$ cat config.mk
export PLATFORM = sky130hd
export DESIGN_NAME = cpu_run_ctrl
export DESIGN_NICKNAME = d
export VERILOG_FILES = /design/src/rtl/cpu_dbg_pkg.sv /design/src/rtl/ce_divider.sv /design/src/rtl/cpu_run_ctrl.sv
export SDC_FILE = /design/constraint.sdc
export NUM_CORES = 1
export LEC_CHECK = 0
export CAP_MARGIN = 20
export CORE_ASPECT_RATIO = 0.5
export CORE_UTILIZATION = 30
export CTS_BUF_LIST = sky130_fd_sc_hd__clkbuf_4 sky130_fd_sc_hd__clkbuf_8 sky130_fd_sc_hd__clkbuf_16
export CTS_CLUSTER_SIZE = 14
export DETAILED_ROUTE_END_ITERATION = 16
export GPL_TIMING_DRIVEN = 0
export HOLD_SLACK_MARGIN = 0.02
export PLACE_DENSITY = 0.55
export SYNTH_ARGS = -nofsm -noshare
export SYNTH_HDL_FRONTEND = slang
export SYNTH_SLANG_ARGS = --single-unit
$ cat constraint.sdc
create_clock -name i_clk -period 4.2 [get_ports i_clk]
set_input_delay 0.63 -clock i_clk [delete_from_list [all_inputs] [get_ports i_clk]]
set_output_delay 0.63 -clock i_clk [all_outputs]
set_load 0.1 [all_outputs]
$ cat src/rtl/cpu_dbg_pkg.sv
// Shared definitions for the CPU run/step debug controller.
// Holds the run-state encoding and the default timing/width constants.
// Imported by cpu_run_ctrl and ce_divider; contains no logic.
package cpu_dbg_pkg;

    // Encoding is visible on the status port (LEDs/display), so keep it fixed.
    typedef enum logic [1:0] {
        ST_IDLE  = 2'd0,
        ST_RUN   = 2'd1,
        ST_BURST = 2'd2,
        ST_BREAK = 2'd3
    } run_state_t;

    localparam int DEF_DIV   = 4;
    localparam int DEF_DIV_W = 24;
    localparam int DEF_PC_W  = 8;
    localparam int DEF_CNT_W = 16;

endpackage

$ cat src/rtl/ce_divider.sv
// Purpose: free-running 0..DIV-1 phase counter that paces RUN/BURST pulses.
// Latency: o_due is combinational; it flags the cycle before the DIV-1 slot.
// Backpressure: none; counts whenever enabled, clear has priority.
//
// Ports:
//   i_clk, i_rst   system clock, async active-low reset
//   i_clr          force the count to 0 on the next edge
//   i_en           advance the count this cycle
//   o_due          a pulse should be registered now so it lands in the DIV-1 slot
module ce_divider
    import cpu_dbg_pkg::*;
#(
    parameter int DIV   = DEF_DIV,
    parameter int DIV_W = DEF_DIV_W
) (
    input  logic i_clk,
    input  logic i_rst,
    input  logic i_clr,
    input  logic i_en,
    output logic o_due
);

    localparam logic [DIV_W-1:0] LAST   = DIV_W'(DIV - 1);
    // cpu_ce is a registered output, so the decision is taken one cycle
    // ahead of the slot in which the pulse is actually seen.
    localparam logic [DIV_W-1:0] DUE_AT = DIV_W'(DIV - 2);

    logic [DIV_W-1:0] r_cnt;

    always_ff @(posedge i_clk or negedge i_rst) begin
        if (!i_rst) begin
            r_cnt <= '0;
        end else if (i_clr) begin
            r_cnt <= '0;
        end else if (i_en) begin
            if (r_cnt == LAST) begin
                r_cnt <= '0;
            end else begin
                r_cnt <= r_cnt + 1'b1;
            end
        end
    end

    assign o_due = i_en && !i_clr && (r_cnt == DUE_AT);

endmodule

$ cat src/rtl/cpu_run_ctrl.sv
// Purpose: turns debounced run/step/burst/stop key pulses into a one-cycle CPU clock enable.
// Latency: step -> cpu_ce next cycle; run/burst -> first cpu_ce DIV cycles after the request.
// Backpressure: none; requests not applicable in the current state are dropped.
//
// Ports:
//   i_clk, i_rst                 system clock, async active-low reset
//   i_step_req/i_run_req/
//   i_stop_req/i_burst_req       one-cycle key pulses (stop > step > burst > run)
//   i_burst_len                  burst length, sampled with i_burst_req
//   i_bp_en, i_bp_addr, i_pc     PC breakpoint enable/address and current CPU address
//   i_halt_seen                  CPU has decoded a halt (level)
//   o_cpu_ce                     one-cycle clock enable to the CPU
//   o_state                      0=IDLE 1=RUN 2=BURST 3=BREAK
//   o_bp_hit, o_halted           sticky stop reasons
//   o_step_cnt                   number of cpu_ce pulses issued (wrapping)
module cpu_run_ctrl
    import cpu_dbg_pkg::*;
#(
    parameter int DIV   = DEF_DIV,
    parameter int DIV_W = DEF_DIV_W,
    parameter int PC_W  = DEF_PC_W,
    parameter int CNT_W = DEF_CNT_W
) (
    input  logic             i_clk,
    input  logic             i_rst,
    input  logic             i_step_req,
    input  logic             i_run_req,
    input  logic             i_stop_req,
    input  logic             i_burst_req,
    input  logic [7:0]       i_burst_len,
    input  logic             i_bp_en,
    input  logic [PC_W-1:0]  i_bp_addr,
    input  logic [PC_W-1:0]  i_pc,
    input  logic             i_halt_seen,
    output logic             o_cpu_ce,
    output logic [1:0]       o_state,
    output logic             o_bp_hit,
    output logic             o_halted,
    output logic [CNT_W-1:0] o_step_cnt
);

    run_state_t       r_state;
    logic             r_cpu_ce;
    logic             r_bp_hit;
    logic             r_halted;
    logic             r_skip_bp;
    logic [7:0]       r_burst_rem;
    logic [CNT_W-1:0] r_step_cnt;

    run_state_t       w_state_nxt;
    logic             w_pulse;
    logic             w_bp_hit_nxt;
    logic             w_halted_nxt;
    logic             w_skip_bp_nxt;
    logic [7:0]       w_burst_rem_nxt;
    logic             w_div_clr;
    logic             w_div_en;
    logic             w_due;
    logic             w_bp_match;

    assign w_div_en   = (r_state == ST_RUN) || (r_state == ST_BURST);
    assign w_bp_match = i_bp_en && (i_pc == i_bp_addr);

    ce_divider #(
        .DIV   (DIV),
        .DIV_W (DIV_W)
    ) u_ce_divider (
        .i_clk (i_clk),
        .i_rst (i_rst),
        .i_clr (w_div_clr),
        .i_en  (w_div_en),
        .o_due (w_due)
    );

    always_comb begin
        w_state_nxt     = r_state;
        w_pulse         = 1'b0;
        w_bp_hit_nxt    = r_bp_hit;
        w_halted_nxt    = r_halted;
        w_skip_bp_nxt   = r_skip_bp;
        w_burst_rem_nxt = r_burst_rem;
        w_div_clr       = 1'b0;

        unique case (r_state)
            ST_IDLE, ST_BREAK: begin
                if (i_stop_req) begin
                    w_state_nxt = ST_IDLE;
                end else if (i_step_req) begin
                    // A step landing on a pulse still in flight is dropped so
                    // cpu_ce can never be high on two consecutive cycles.
                    if (!r_cpu_ce) begin
                        w_pulse      = 1'b1;
                        w_state_nxt  = ST_IDLE;
                        w_bp_hit_nxt = 1'b0;
                        w_halted_nxt = 1'b0;
                    end
                end else if (i_burst_req) begin
                    if (i_burst_len != 8'd0) begin
                        w_state_nxt     = ST_BURST;
                        w_burst_rem_nxt = i_burst_len;
                        w_div_clr       = 1'b1;
                        w_skip_bp_nxt   = 1'b1;
                        w_bp_hit_nxt    = 1'b0;
                        w_halted_nxt    = 1'b0;
                    end
                end else if (i_run_req) begin
                    w_state_nxt   = ST_RUN;
                    w_div_clr     = 1'b1;
                    w_skip_bp_nxt = 1'b1;
                    w_bp_hit_nxt  = 1'b0;
                    w_halted_nxt  = 1'b0;
                end
            end

            ST_RUN, ST_BURST: begin
                if (i_stop_req) begin
                    w_state_nxt = ST_IDLE;
                end else if (i_halt_seen) begin
                    w_state_nxt  = ST_IDLE;
                    w_halted_nxt = 1'b1;
                end else if (w_due) begin
                    // skip_bp lets a resume step off the breakpoint it stopped on.
                    if (w_bp_match && !r_skip_bp) begin
                        w_state_nxt  = ST_BREAK;
                        w_bp_hit_nxt = 1'b1;
                    end else begin
                        w_pulse       = 1'b1;
                        w_skip_bp_nxt = 1'b0;
                        if (r_state == ST_BURST) begin
                            w_burst_rem_nxt = r_burst_rem - 8'd1;
                            if (r_burst_rem == 8'd1) begin
                                w_state_nxt = ST_IDLE;
                            end
                        end
                    end
                end
            end

            default: begin
                w_state_nxt = ST_IDLE;
            end
        endcase
    end

    always_ff @(posedge i_clk or negedge i_rst) begin
        if (!i_rst) begin
            r_state     <= ST_IDLE;
            r_cpu_ce    <= 1'b0;
            r_bp_hit    <= 1'b0;
            r_halted    <= 1'b0;
            r_skip_bp   <= 1'b0;
            r_burst_rem <= 8'd0;
            r_step_cnt  <= '0;
        end else begin
            r_state     <= w_state_nxt;
            r_cpu_ce    <= w_pulse;
            r_bp_hit    <= w_bp_hit_nxt;
            r_halted    <= w_halted_nxt;
            r_skip_bp   <= w_skip_bp_nxt;
            r_burst_rem <= w_burst_rem_nxt;
            if (w_pulse) begin
                r_step_cnt <= r_step_cnt + 1'b1;
            end
        end
    end

    assign o_cpu_ce   = r_cpu_ce;
    assign o_state    = r_state;
    assign o_bp_hit   = r_bp_hit;
    assign o_halted   = r_halted;
    assign o_step_cnt = r_step_cnt;

endmodule

==> results of run 1 <==
logic make-up after synthesis:
group,Yosys count,share of synthesized area [%]
buffers and inverters,27,3.349
XOR/XNOR,23,6.420
AO/OA/AOI/OAI,90,19.02
AND/OR/NAND/NOR,156,25.04
flip-flops,54,43.06
multiplexers,1,0.3190
adder cells (fa/ha/maj),7,2.791
state kept, by name, summed over array words and instances, names as in the netlist:
signal,count
u_ce_divider.r_cnt,24
o_step_cnt,16
r_burst_rem,8
o_state,2
o_bp_hit,1
o_cpu_ce,1
o_halted,1
r_skip_bp,1
stage by stage:
step	hold WS, ns	instances	area, sq um	setup slack [ns]
after detailed placement	0.4607	545	3832	1.282
after CTS	0.3567	553	4005	1.320
after global placement	0.4570	544	3817	0.6649
after global routing	0.3837	553	4005	1.097
final	0.3412	553	4005	1.391
after floorplan	0.3344	358	3138	1.031
layout by cell type (no fill, tap or decap), types with 5 or more instances in the layout:
| cell type | n |
|---|---|
| sky130_fd_sc_hd__nand3_1 | 25 |
| sky130_fd_sc_hd__a21oi_1 | 15 |
| sky130_fd_sc_hd__o31ai_1 | 9 |
| sky130_fd_sc_hd__dfrtp_1 | 54 |
| sky130_fd_sc_hd__xnor2_1 | 9 |
| sky130_fd_sc_hd__a31oi_1 | 10 |
| sky130_fd_sc_hd__nand2_1 | 42 |
| sky130_fd_sc_hd__clkdlybuf4s50_1 | 50 |
| sky130_fd_sc_hd__and3_1 | 8 |
| sky130_fd_sc_hd__o21ai_0 | 24 |
| sky130_fd_sc_hd__ha_1 | 7 |
| sky130_fd_sc_hd__nor2_1 | 28 |
| sky130_fd_sc_hd__nor4_1 | 12 |
| sky130_fd_sc_hd__xor2_1 | 14 |
| sky130_fd_sc_hd__clkbuf_1 | 14 |
| sky130_fd_sc_hd__nand4_1 | 8 |
| sky130_fd_sc_hd__inv_1 | 10 |
| sky130_fd_sc_hd__a21o_1 | 6 |
| sky130_fd_sc_hd__nor3_1 | 15 |
| sky130_fd_sc_hd__clkbuf_16 | 5 |
critical path: stages (launching register included):
cell and delay [ns]:
sky130_fd_sc_hd__dfrtp_1 0.40, sky130_fd_sc_hd__inv_1 0.06, sky130_fd_sc_hd__ha_1 0.28, sky130_fd_sc_hd__clkbuf_1 0.30, sky130_fd_sc_hd__clkinv_1 0.32, sky130_fd_sc_hd__nor4_1 0.48, sky130_fd_sc_hd__a31oi_4 0.15, sky130_fd_sc_hd__or4_1 0.58
sky130_fd_sc_hd__xnor2_1 0.14
metal layers:
metal | GRT usage (%) | up-vias | wire length, microns
met5 | 0 | - | 0
met4 | 3.819 | 0 | 27
met3 | 3.313 | 2 | 290
met2 | 25.28 | 45 | 3600
met1 | 22.39 | 1394 | 4147
li1 | - | 1433 | -
power by group through the flow:
stage                     Combinational (mW)  Sequential [mW]  Clock, mW
final                                   1.32            0.749      0.490
after global routing                    1.47            0.772      0.526
after CTS                               1.32            0.748      0.505
after detailed placement                1.32            0.758          0
after global placement                  1.31            0.758          0
after floorplan                        0.679             1.03          0
worst paths after layout:
check,from,to,slack [ns]
setup / recovery,o_state[0],o_step_cnt[9],1.39
hold / removal,i_rst,u_ce_divider.r_cnt[12],0.34
setup reg to reg,o_state[0],o_step_cnt[9],1.39
hold reg to reg,o_step_cnt[15],o_step_cnt[15],0.47
max in group asynchronous,i_rst,o_state[0],3.28
min in group i_clk,o_step_cnt[15],o_step_cnt[15],0.47
cell type report:
class | instances | area (sq um) | share of cell area [%]
sequential | 54 | 1351 | 33.74
multi-input combinational | 277 | 1682 | 41.99
timing repair buffer | 52 | 525.5 | 13.12
tap | 135 | 168.9 | 4.217
clock buffer | 5 | 125.1 | 3.124
buffer | 15 | 60.06 | 1.500
inverter | 12 | 45.04 | 1.125
clock inverter | 3 | 47.55 | 1.187
==> results.rst, run 1 <==
.. list-table::
   :header-rows: 1

   * - Metric
     - Value
   * - Total number of yosys warnings
     - 0
   * - Antenna diode instance count
     - 0
   * - # H-tree levels
     - 2
   * - Total track usage
     - 15.91%
   * - Largest net degree at the start of global routing
     - 30
   * - Relative contribution of combinational cells to total power
     - 51.5%
   * - Power share of the sequential group
     - 29.3%
   * - Setup repair after global routing missed its margin
     - no
   * - Layout cell share with drive strength beyond 1
     - 4.067%
   * - Final-layout fill cell count
     - 998
   * - Total Neg Setup Slack
     - 0 ns
   * - Post-CTS setup buffer count
     - 0
   * - First-pass GRT wire length
     - 13760 microns
   * - Synth Area per Inst
     - 8.765 sq um
   * - Master cell of the clock root buffer
     - sky130_fd_sc_hd__clkbuf_16
   * - Via-per-instance ratio
     - 5.197
   * - Internal power summed over all cells
     - 1.317 mW
   * - Final weighted congestion of routability-driven global placement
     - 0.7906
   * - Post-synth cell types
     - 50
   * - Cell with the most instances after synthesis
     - sky130_fd_sc_hd__dfrtp_1
   * - Main area contributors after synthesis
     - sky130_fd_sc_hd__dfrtp_1 43%, sky130_fd_sc_hd__nand2_1 5.0%, sky130_fd_sc_hd__nand3_1 4.0%
   * - Initial antenna violation count
     - 0
   * - Cells after Synth
     - 358
   * - Top cell type's share of synthesized area
     - 43.06%
   * - Maximum clock rate
     - 356.0 MHz
   * - Register-to-Register Path Depth
     - 8
   * - Number of hold-slack violations in the final timing report
     - 0
   * - Worst EP required
     - 4.39 ns
   * - Result of the run
     - completed
   * - Synth Cell Area
     - 3138 sq um
   * - Placed wire-length estimate
     - 5876 microns
   * - Headroom to the max-slew limit
     - 33.58%
   * - TritonCTS clock tree
     - yes
   * - Placeable Area
     - 9791 sq um
   * - Worst-margin pin slew
     - 0.9932 ns
   * - Post-cts gate resize count
     - 0
   * - Synthesis-to-finish area growth
     - 27.63%
   * - Count of boundary I/O pins
     - 53
   * - Clock insertion delay at the later pin of the skew report
     - 0.30 ns
   * - Path class of the lowest-slack min-delay path
     - in -> async
   * - Total length of routed wires
     - 8065 microns
   * - Final slew viol count
     - 0
   * - Number of nets in the layout
     - 456
   * - Power share of the clock group
     - 19.2%
   * - Maximum clock skew at final layout
     - 0.008885 ns
   * - Leakage
     - 1.615 nW
   * - Shortest clock period the worst path allows after layout
     - 2.809 ns
   * - Reported max-cap violation count
     - 0
   * - Sw Pwr
     - 1.239 mW
   * - Total clock sinks
     - 54
   * - Core Util, Final
     - 40.91%
   * - Post-synth top area cell
     - sky130_fd_sc_hd__dfrtp_1
   * - Total via count after detailed routing
     - 2874
   * - Number of port buffers
     - 51
   * - Startpoint type of the worst setup path
     - flip-flop
   * - Total congestion overflow
     - 0
   * - PnR Total Power
     - 2.555 mW
   * - Count of TritonRoute iterations in the first routing pass
     - 4
   * - Arr. time, crit path
     - 3.00 ns
   * - Number of failing setup endpoints in the final timing report
     - 0
   * - Worst-case clock buffer depth
     - 2
   * - Floorplan die height
     - 74.32 microns
   * - Cts-stage hold buffer count
     - 0
   * - Sort of element at the end of the critical path
     - flip-flop
   * - Worst setup path category
     - reg -> reg
   * - Cts bufs inserted
     - 5
   * - Worst vdd ir
     - 0.0001709 V
   * - DRC violations left
     - 0
   * - Die ar.
     - 10900 sq um
   * - Final routed wire length divided by cell count
     - 14.58 microns
   * - Pwr Density
     - 638.0 nW/um^2
   * - Predominant post-synthesis flop cell
     - sky130_fd_sc_hd__dfrtp_1
   * - Count of flip-flops with a built-in enable after synthesis
     - 0
   * - Vias in the first global route
     - 2752
   * - Switching Fraction
     - 48.47%
   * - Critical Path Fanout Max
     - 10
   * - Row Count
     - 25
   * - Post-route clock period utilization
     - 66.87%
   * - Sequential cell area fraction in the yosys report
     - 43.06%
   * - Most frequent cells after synthesis
     - 54 x sky130_fd_sc_hd__dfrtp_1, 42 x sky130_fd_sc_hd__nand2_1, 28 x sky130_fd_sc_hd__nor2_1
   * - Die width
     - 146.6 microns
   * - Number of register bits inferred by synthesis
     - 54
   * - Clock-pin slew of the registers on the worst-case setup and hold paths
     - 0.08 ns
   * - Post-Synthesis Net Count
     - 397
   * - Starting Density
     - 32.05%
   * - Async set-or-reset flop fraction in the synthesized netlist
     - 100.0%
   * - Iter 0 DRT Violations
     - 128
   * - Antenna Nets Post-Route
     - 0
Note: power is estimated with default switching activity, not from simulation.
==> inputs of run 2 (changes only) <==
==> constraint.sdc (replaced) <==
create_clock -name i_clk -period 2.79 [get_ports i_clk]
set_input_delay 0.4185 -clock i_clk [delete_from_list [all_inputs] [get_ports i_clk]]
set_output_delay 0.4185 -clock i_clk [all_outputs]
set_load 0.1 [all_outputs]
==> results.rst, run 2 (same netlist as run 1, synthesis figures left out) <==
.. list-table::
   :header-rows: 1

   * - Metric
     - Value
   * - TritonCTS clock tree
     - yes (unchanged)
   * - Critical path, cell by cell
     - or4_4 -> nor3_4 -> and4_1 -> buf_4 -> a31oi_4 -> or4_1 -> xnor2_1 (was inv_1 -> ha_1 -> clkbuf_1 -> clkinv_1 -> nor4_1 -> a31oi_4 -> or4_1 -> xnor2_1)
   * - Via-per-instance ratio
     - 5.249 (was 5.197)
   * - Top delay family on crit path
     - simple AND/OR/NAND/NOR gates (unchanged)
   * - Switching Fraction
     - 49.15% (was 48.47%)
   * - Power share of the clock group
     - 17.1% (was 19.2%)
   * - Iter 0 DRT Violations
     - 214 (was 128)
   * - Number of port buffers
     - 51 (unchanged)
   * - Critical Path Fanout Max
     - 10 (unchanged)
   * - Total congestion overflow
     - 0 (unchanged)
   * - Placed wire-length estimate
     - 5890 microns (was 5876 microns)
   * - Setup repair after global routing missed its margin
     - no (unchanged)
   * - Register-to-Register Path Depth
     - 7 (was 8)
   * - Final slew viol count
     - 0 (unchanged)
   * - Reported max-cap violation count
     - 0 (unchanged)
   * - Most common library cell in the layout ignoring fill and taps
     - sky130_fd_sc_hd__dfrtp_1 (unchanged)
   * - Number of nets in the layout
     - 454 (was 456)
   * - Clock insertion delay at the later pin of the skew report
     - 0.30 ns (about the same)
   * - # H-tree levels
     - 2 (unchanged)
   * - Row Count
     - 25 (unchanged)
   * - Die ar.
     - 10900 sq um (unchanged)
   * - PnR Total Power
     - 3.790 mW (was 2.555 mW)
   * - Die width
     - 146.6 microns (unchanged)
   * - Worst-case clock buffer depth
     - 2 (unchanged)
   * - Maximum clock rate
     - 385.6 MHz (was 356.0 MHz)
   * - Fin area
     - 3991 sq um (was 4005 sq um)
   * - Shortest clock period the worst path allows after layout
     - 2.593 ns (was 2.809 ns)
   * - Largest register by flop count
     - u_ce_divider.r_cnt (unchanged)
   * - Final-layout fill cell count
     - 989 (was 998)
   * - Slowest-stage cell, CP
     - sky130_fd_sc_hd__or4_1 (unchanged)
   * - Relative contribution of combinational cells to total power
     - 52.8% (was 51.5%)
   * - Cts bufs inserted
     - 5 (unchanged)
   * - Number of flip-flops in the largest register
     - 24 (unchanged)
   * - Post-Layout Cell Count
     - 551 (was 553)
   * - Final Hold Slack
     - 0.08066 ns (was 0.3412 ns)
   * - Leakage
     - 1.605 nW (was 1.615 nW)
   * - Largest net degree at the start of global routing
     - 35 (was 30)
   * - Worst-margin pin slew
     - 0.9983 ns (was 0.9932 ns)
   * - Final routed wire length divided by cell count
     - 14.92 microns (was 14.58 microns)
   * - Maximum clock skew at final layout
     - 0.01345 ns (was 0.008885 ns)
   * - Master cell of the clock root buffer
     - sky130_fd_sc_hd__clkbuf_16 (unchanged)
   * - Post-detailed-placement cell area
     - 3837 sq um (was 3832 sq um)
   * - Count of boundary I/O pins
     - 53 (unchanged)
   * - Headroom to the max-slew limit
     - 33.24% (was 33.58%)
   * - Worst setup path category
     - reg -> reg (unchanged)
   * - Internal power summed over all cells
     - 1.927 mW (was 1.317 mW)
   * - Total clock sinks
     - 54 (unchanged)
   * - Sort of element at the end of the critical path
     - flip-flop (unchanged)
   * - Number of failing setup endpoints in the final timing report
     - 0 (unchanged)
   * - Post-CTS setup buffer count
     - 0 (unchanged)
   * - Instance count on the critical path
     - 7 (was 8)
   * - Floorplan die height
     - 74.32 microns (unchanged)
   * - Number of hold-slack violations in the final timing report
     - 0 (unchanged)
   * - Total track usage
     - 15.98% (was 15.91%)
   * - Least setup slack across all paths after layout
     - 0.1968 ns (was 1.391 ns)
   * - Final weighted congestion of routability-driven global placement
     - 0.8288 (was 0.7906)
   * - Worst vdd ir
     - 0.0003137 V (was 0.0001709 V)
   * - Core Util, Final
     - 40.77% (was 40.91%)
   * - Antenna Nets Post-Route
     - 0 (unchanged)
   * - Layout cell share with drive strength beyond 1
     - 5.288% (was 4.067%)
   * - Starting Density
     - 32.05% (unchanged)
   * - Total via count after detailed routing
     - 2892 (was 2874)
   * - Placeable Area
     - 9791 sq um (unchanged)
   * - Arr. time, crit path
     - 2.78 ns (was 3.00 ns)
   * - Clock-pin slew of the registers on the worst-case setup and hold paths
     - 0.07 ns (was 0.08 ns)
   * - Cells after DPL
     - 545 (unchanged)
   * - Worst EP required
     - 2.97 ns (was 4.39 ns)
   * - Post-cts gate resize count
     - 2 (was 0)
   * - Largest stage delay, worst path
     - 0.58 ns (about the same)
   * - Total length of routed wires
     - 8222 microns (was 8065 microns)
   * - First-pass GRT wire length
     - 13780 microns (was 13760 microns)
   * - Post-Place Setup Slack
     - -0.09747 ns (was 1.282 ns)
   * - Vias in the first global route
     - 2739 (was 2752)
   * - Post-route clock period utilization
     - 92.95% (was 66.87%)
   * - Initial antenna violation count
     - 0 (unchanged)
   * - Cts-stage hold buffer count
     - 0 (unchanged)
   * - WP buf/inv
     - 1 (was 3)
   * - Startpoint type of the worst setup path
     - flip-flop (unchanged)
   * - Result of the run
     - completed (unchanged)
   * - Pwr Density
     - 949.6 nW/um^2 (was 638.0 nW/um^2)
   * - Leading cell types in the layout, fill and taps excluded
     - 52 x sky130_fd_sc_hd__dfrtp_1, 50 x sky130_fd_sc_hd__clkdlybuf4s50_1, 42 x sky130_fd_sc_hd__nand2_1 (was 54 x sky130_fd_sc_hd__dfrtp_1, 50 x sky130_fd_sc_hd__clkdlybuf4s50_1, 42 x sky130_fd_sc_hd__nand2_1)
   * - Count of TritonRoute iterations in the first routing pass
     - 4 (unchanged)
   * - Sw Pwr
     - 1.863 mW (was 1.239 mW)
   * - DRC violations left
     - 0 (unchanged)
   * - Synthesis-to-finish area growth
     - 27.19% (was 27.63%)
   * - Path class of the lowest-slack min-delay path
     - in -> async (unchanged)
   * - Antenna diode instance count
     - 0 (unchanged)
   * - Power share of the sequential group
     - 30.1% (was 29.3%)
   * - Total Neg Setup Slack
     - 0 ns (unchanged)
[run 2: power by group through the flow]
stage | Combinational, mW | Clock [mW] | Sequential (mW)
final | 2.00 | 0.649 | 1.14
after detailed placement | 1.99 | 0 | 1.15
after global placement | 1.99 | 0 | 1.15
after floorplan | 1.02 | 0 | 1.55
after global routing | 2.21 | 0.693 | 1.17
after CTS | 2.01 | 0.665 | 1.14
[run 2: cell type report]
type	count	area, sq um	share of cell area [%]
repair buffers	52	525.5	13.17
clock buffers	8	147.6	3.699
plain buffers	13	52.55	1.317
inverters	12	46.29	1.160
multi-input cells	277	1694	42.44
flip-flops and latches	54	1356	33.98
well taps	135	168.9	4.232
[run 2: final timing paths]
check	startpoint	end	slack, ns
worst max-delay path	u_ce_divider.r_cnt[15]	o_step_cnt[9]	0.20
worst min-delay path	i_rst	u_ce_divider.r_cnt[12]	0.08
worst max register to register	u_ce_divider.r_cnt[15]	o_step_cnt[9]	0.20
worst min register to register	o_step_cnt[15]	o_step_cnt[15]	0.48
max in group asynchronous	i_rst	o_state[0]	2.12
min in group i_clk	o_step_cnt[15]	o_step_cnt[15]	0.48
[run 2: layer usage]
metal | global-route usage, % | up-vias | wire, microns
met5 | 0 | - | 0
met4 | 4.167 | 0 | 80
met3 | 3.497 | 8 | 484
met2 | 24.54 | 81 | 3435
met1 | 22.87 | 1378 | 4222
li1 | - | 1425 | -
[run 2: worst register-to-register path: cells and delay by family, from the launching register on]
| family | cells | cell delay (ns) |
|---|---|---|
| simple gates | 4 | 1.59 |
| compound gates | 1 | 0.18 |
| buf+inv | 1 | 0.17 |
| flops | 1 | 0.41 |
| xor+xnor | 1 | 0.14 |
==> inputs of run 3 (changes only) <==
--- a/config.mk
+++ b/config.mk
@@ -14,6 +14,7 @@
 export GPL_TIMING_DRIVEN = 0
 export HOLD_SLACK_MARGIN = 0.02
 export PLACE_DENSITY = 0.55
+export SETUP_SLACK_MARGIN = 0.15
 export SYNTH_ARGS = -nofsm -noshare
 export SYNTH_HDL_FRONTEND = slang
 export SYNTH_SLANG_ARGS = --single-unit
==> results.rst, run 3 (same netlist as run 1, synthesis figures left out) <==
.. list-table::
   :header-rows: 1

   * - Metric
     - Value
   * - Result of the run
     - completed (unchanged)
   * - Critical Path Fanout Max
     - 8 (was 10)
   * - Final routed wire length divided by cell count
     - 14.72 microns (was 14.92 microns)
   * - Fin area
     - 4075 sq um (was 3991 sq um)
   * - Leading cell types in the layout, fill and taps excluded
     - 51 x sky130_fd_sc_hd__dfrtp_1, 50 x sky130_fd_sc_hd__clkdlybuf4s50_1, 42 x sky130_fd_sc_hd__nand2_1 (was 52 x sky130_fd_sc_hd__dfrtp_1, 50 x sky130_fd_sc_hd__clkdlybuf4s50_1, 42 x sky130_fd_sc_hd__nand2_1)
   * - Antenna Nets Post-Route
     - 0 (unchanged)
   * - Synthesis-to-finish area growth
     - 29.86% (was 27.19%)
   * - Post-Layout Cell Count
     - 557 (was 551)
   * - Critical path, cell by cell
     - or4_4 -> nor3_4 -> and4_1 -> buf_6 -> a31oi_4 -> or4_4 -> xnor2_1 (was or4_4 -> nor3_4 -> and4_1 -> buf_4 -> a31oi_4 -> or4_1 -> xnor2_1)
   * - Initial antenna violation count
     - 0 (unchanged)
   * - Final-layout fill cell count
     - 984 (was 989)
   * - First-pass GRT wire length
     - 13370 microns (was 13780 microns)
   * - Cts bufs inserted
     - 5 (unchanged)
   * - Maximum clock rate
     - 389.0 MHz (was 385.6 MHz)
   * - Clock insertion delay at the later pin of the skew report
     - 0.30 ns (about the same)
   * - Power share of the clock group
     - 16.8% (was 17.1%)
   * - Placeable Area
     - 9791 sq um (unchanged)
   * - Final slew viol count
     - 0 (unchanged)
   * - Path class of the lowest-slack min-delay path
     - in -> async (unchanged)
   * - Worst vdd ir
     - 0.0003359 V (was 0.0003137 V)
   * - Sort of element at the end of the critical path
     - flip-flop (unchanged)
   * - Total track usage
     - 15.82% (was 15.98%)
   * - Layout cell share with drive strength beyond 1
     - 9.005% (was 5.288%)
   * - Slowest-stage cell, CP
     - sky130_fd_sc_hd__or4_4 (was sky130_fd_sc_hd__or4_1)
   * - Total via count after detailed routing
     - 2879 (was 2892)
   * - Total length of routed wires
     - 8197 microns (was 8222 microns)
   * - Die ar.
     - 10900 sq um (unchanged)
   * - Worst-margin pin slew
     - 1.001 ns (was 0.9983 ns)
   * - Core Util, Final
     - 41.62% (was 40.77%)
   * - Post-route clock period utilization
     - 92.14% (was 92.95%)
   * - Pwr Density
     - 943.8 nW/um^2 (was 949.6 nW/um^2)
   * - Placed wire-length estimate
     - 5918 microns (was 5890 microns)
   * - Total congestion overflow
     - 0 (unchanged)
   * - Row Count
     - 25 (unchanged)
   * - PnR Total Power
     - 3.846 mW (was 3.790 mW)
   * - Final weighted congestion of routability-driven global placement
     - 0.7882 (was 0.8288)
   * - Post-detailed-placement cell area
     - 3847 sq um (was 3837 sq um)
   * - DRC violations left
     - 0 (unchanged)
   * - # H-tree levels
     - 2 (unchanged)
   * - Largest net degree at the start of global routing
     - 29 (was 35)
   * - Reg2Reg Launch Point
     - u_ce_divider.r_cnt[15] (unchanged)
   * - Relative contribution of combinational cells to total power
     - 53.6% (was 52.8%)
   * - Number of failing setup endpoints in the final timing report
     - 0 (unchanged)
   * - Maximum clock skew at final layout
     - 0.01233 ns (was 0.01345 ns)
   * - Iter 0 DRT Violations
     - 246 (was 214)
   * - Vias in the first global route
     - 2611 (was 2739)
   * - TritonCTS clock tree
     - yes (unchanged)
   * - Startpoint type of the worst setup path
     - flip-flop (unchanged)
   * - Master cell of the clock root buffer
     - sky130_fd_sc_hd__clkbuf_16 (unchanged)
   * - Shortest clock period the worst path allows after layout
     - 2.571 ns (was 2.593 ns)
   * - Worst-case clock buffer depth
     - 2 (unchanged)
   * - Count of boundary I/O pins
     - 53 (unchanged)
   * - Largest register by flop count
     - u_ce_divider.r_cnt (unchanged)
   * - WP buf/inv
     - 1 (unchanged)
   * - Power share of the sequential group
     - 29.6% (was 30.1%)
   * - Register-to-Register Path Depth
     - 7 (unchanged)
   * - Minimum setup slack among reg-to-reg paths
     - 0.22 ns (was 0.20 ns)
   * - Least setup slack across all paths after layout
     - 0.2193 ns (was 0.1968 ns)
   * - Number of flip-flops in the largest register
     - 24 (unchanged)
   * - Number of port buffers
     - 51 (unchanged)
   * - Clock-pin slew of the registers on the worst-case setup and hold paths
     - 0.08 ns (was 0.07 ns)
   * - Worst EP required
     - 2.98 ns (was 2.97 ns)
   * - Cells after DPL
     - 545 (unchanged)
   * - Switching Fraction
     - 49.60% (was 49.15%)
   * - Starting Density
     - 32.05% (unchanged)
   * - Die width
     - 146.6 microns (unchanged)
   * - Count of TritonRoute iterations in the first routing pass
     - 4 (unchanged)
   * - Sw Pwr
     - 1.908 mW (was 1.863 mW)
   * - Largest stage delay, worst path
     - 0.57 ns (was 0.58 ns)
   * - Number of hold-slack violations in the final timing report
     - 0 (unchanged)
   * - Antenna diode instance count
     - 0 (unchanged)
   * - Internal power summed over all cells
     - 1.938 mW (was 1.927 mW)
   * - Headroom to the max-slew limit
     - 33.07% (was 33.24%)
   * - Reg-to-reg endpoint
     - o_step_cnt[9] (unchanged)
   * - Arr. time, crit path
     - 2.76 ns (was 2.78 ns)
   * - Reported max-cap violation count
     - 0 (unchanged)
   * - Post-Place Setup Slack
     - 0.001316 ns (was -0.09747 ns)
   * - Via-per-instance ratio
     - 5.169 (was 5.249)
   * - Worst setup path category
     - reg -> reg (unchanged)
   * - Top delay family on crit path
     - simple AND/OR/NAND/NOR gates (unchanged)
   * - Leakage
     - 1.632 nW (was 1.605 nW)
   * - Total clock sinks
     - 54 (unchanged)
   * - Cell with the most instances on the worst path
     - sky130_fd_sc_hd__or4_4
   * - Setup repair after global routing missed its margin
     - yes (was no)
   * - Number of nets in the layout
     - 460 (was 454)
   * - Most common library cell in the layout ignoring fill and taps
     - sky130_fd_sc_hd__dfrtp_1 (unchanged)
   * - Floorplan die height
     - 74.32 microns (unchanged)
## run 3: changes by cell type in the layout (fill, tap and decap cells not counted), moves of 2 or more
cell | previous run | this run
sky130_fd_sc_hd__buf_4 | 1 | 5
sky130_fd_sc_hd__clkbuf_2 | 0 | 4
sky130_fd_sc_hd__clkbuf_1 | 12 | 9
sky130_fd_sc_hd__clkbuf_4 | 3 | 0
sky130_fd_sc_hd__clkinvlp_4 | 0 | 2
## run 3: cell type report
type	count	area (sq um)	area share [%]
Buffer	14	65.06	1.597
Clock buffer	5	125.1	3.070
Clock inverter	3	23.77	0.5834
Inverter	12	47.55	1.167
Multi-Input combinational cell	277	1722	42.25
Sequential cell	54	1360	33.37
Tap cell	135	168.9	4.145
Timing Repair Buffer	57	563.0	13.82
## run 3: power by group through the flow
stage          Clock [mW]  Combinational, mW  Sequential, mW
2_1_floorplan           0               1.03            1.55
3_3_place_gp            0               1.99            1.15
3_5_place_dp            0               2.00            1.15
4_1_cts             0.673               2.01            1.14
5_1_grt             0.692               2.25            1.17
6_report            0.645               2.06            1.14
## run 3: per-layer routing
| layer | routed length, microns | global-route usage [%] | vias to the layer above |
|---|---|---|---|
| met2 | 3551 | 24.49 | 53 |
| met4 | 79 | 5.093 | 0 |
| met3 | 421 | 3.804 | 7 |
| li1 | - | - | 1443 |
| met1 | 4144 | 21.96 | 1376 |
| met5 | 0 | 0 | - |
## run 3: metrics by stage
stage | hold WS [ns] | TNS, ns
detailed placement | 0.4641 | 0
global placement | 0.4630 | -32.99
CTS | 0.1767 | 0
floorplan | 0.1229 | 0
global route | 0.2145 | 0
finish | 0.1632 | 0
## run 3: worst reg2reg max path: stages (launching register included)
cell                      delay [ns]
sky130_fd_sc_hd__dfrtp_1        0.40
sky130_fd_sc_hd__or4_4          0.55
sky130_fd_sc_hd__nor3_4         0.26
sky130_fd_sc_hd__and4_1         0.26
sky130_fd_sc_hd__buf_6          0.15
sky130_fd_sc_hd__a31oi_4        0.14
sky130_fd_sc_hd__or4_4          0.57
sky130_fd_sc_hd__xnor2_1        0.14
## run 3: timing repair
action	4_1_cts	5_1_grt
hold buffers	0	0
buffers inserted	0	5
setup endpoints to repair	16	31
pin swaps	0	3
resized for setup	1	16
## run 3: how the worst max path moves through the flow
| stage | startpoint | endpoint | slack, ns | cells past startpoint |
|---|---|---|---|---|
| floorplan | o_state[0] | o_step_cnt[9] | 0.17 | 8 |
| global placement | i_rst | o_state[0] | -1.0 | 1 |
| detailed placement | o_state[1] | r_burst_rem[6] | 0.001 | 9 |
| CTS | o_state[1] | r_burst_rem[6] | 0.15 | 9 |
| global route | u_ce_divider.r_cnt[13] | u_ce_divider.r_cnt[17] | 0.1 | 8 |
| finish | u_ce_divider.r_cnt[15] | o_step_cnt[9] | 0.22 | 7 |
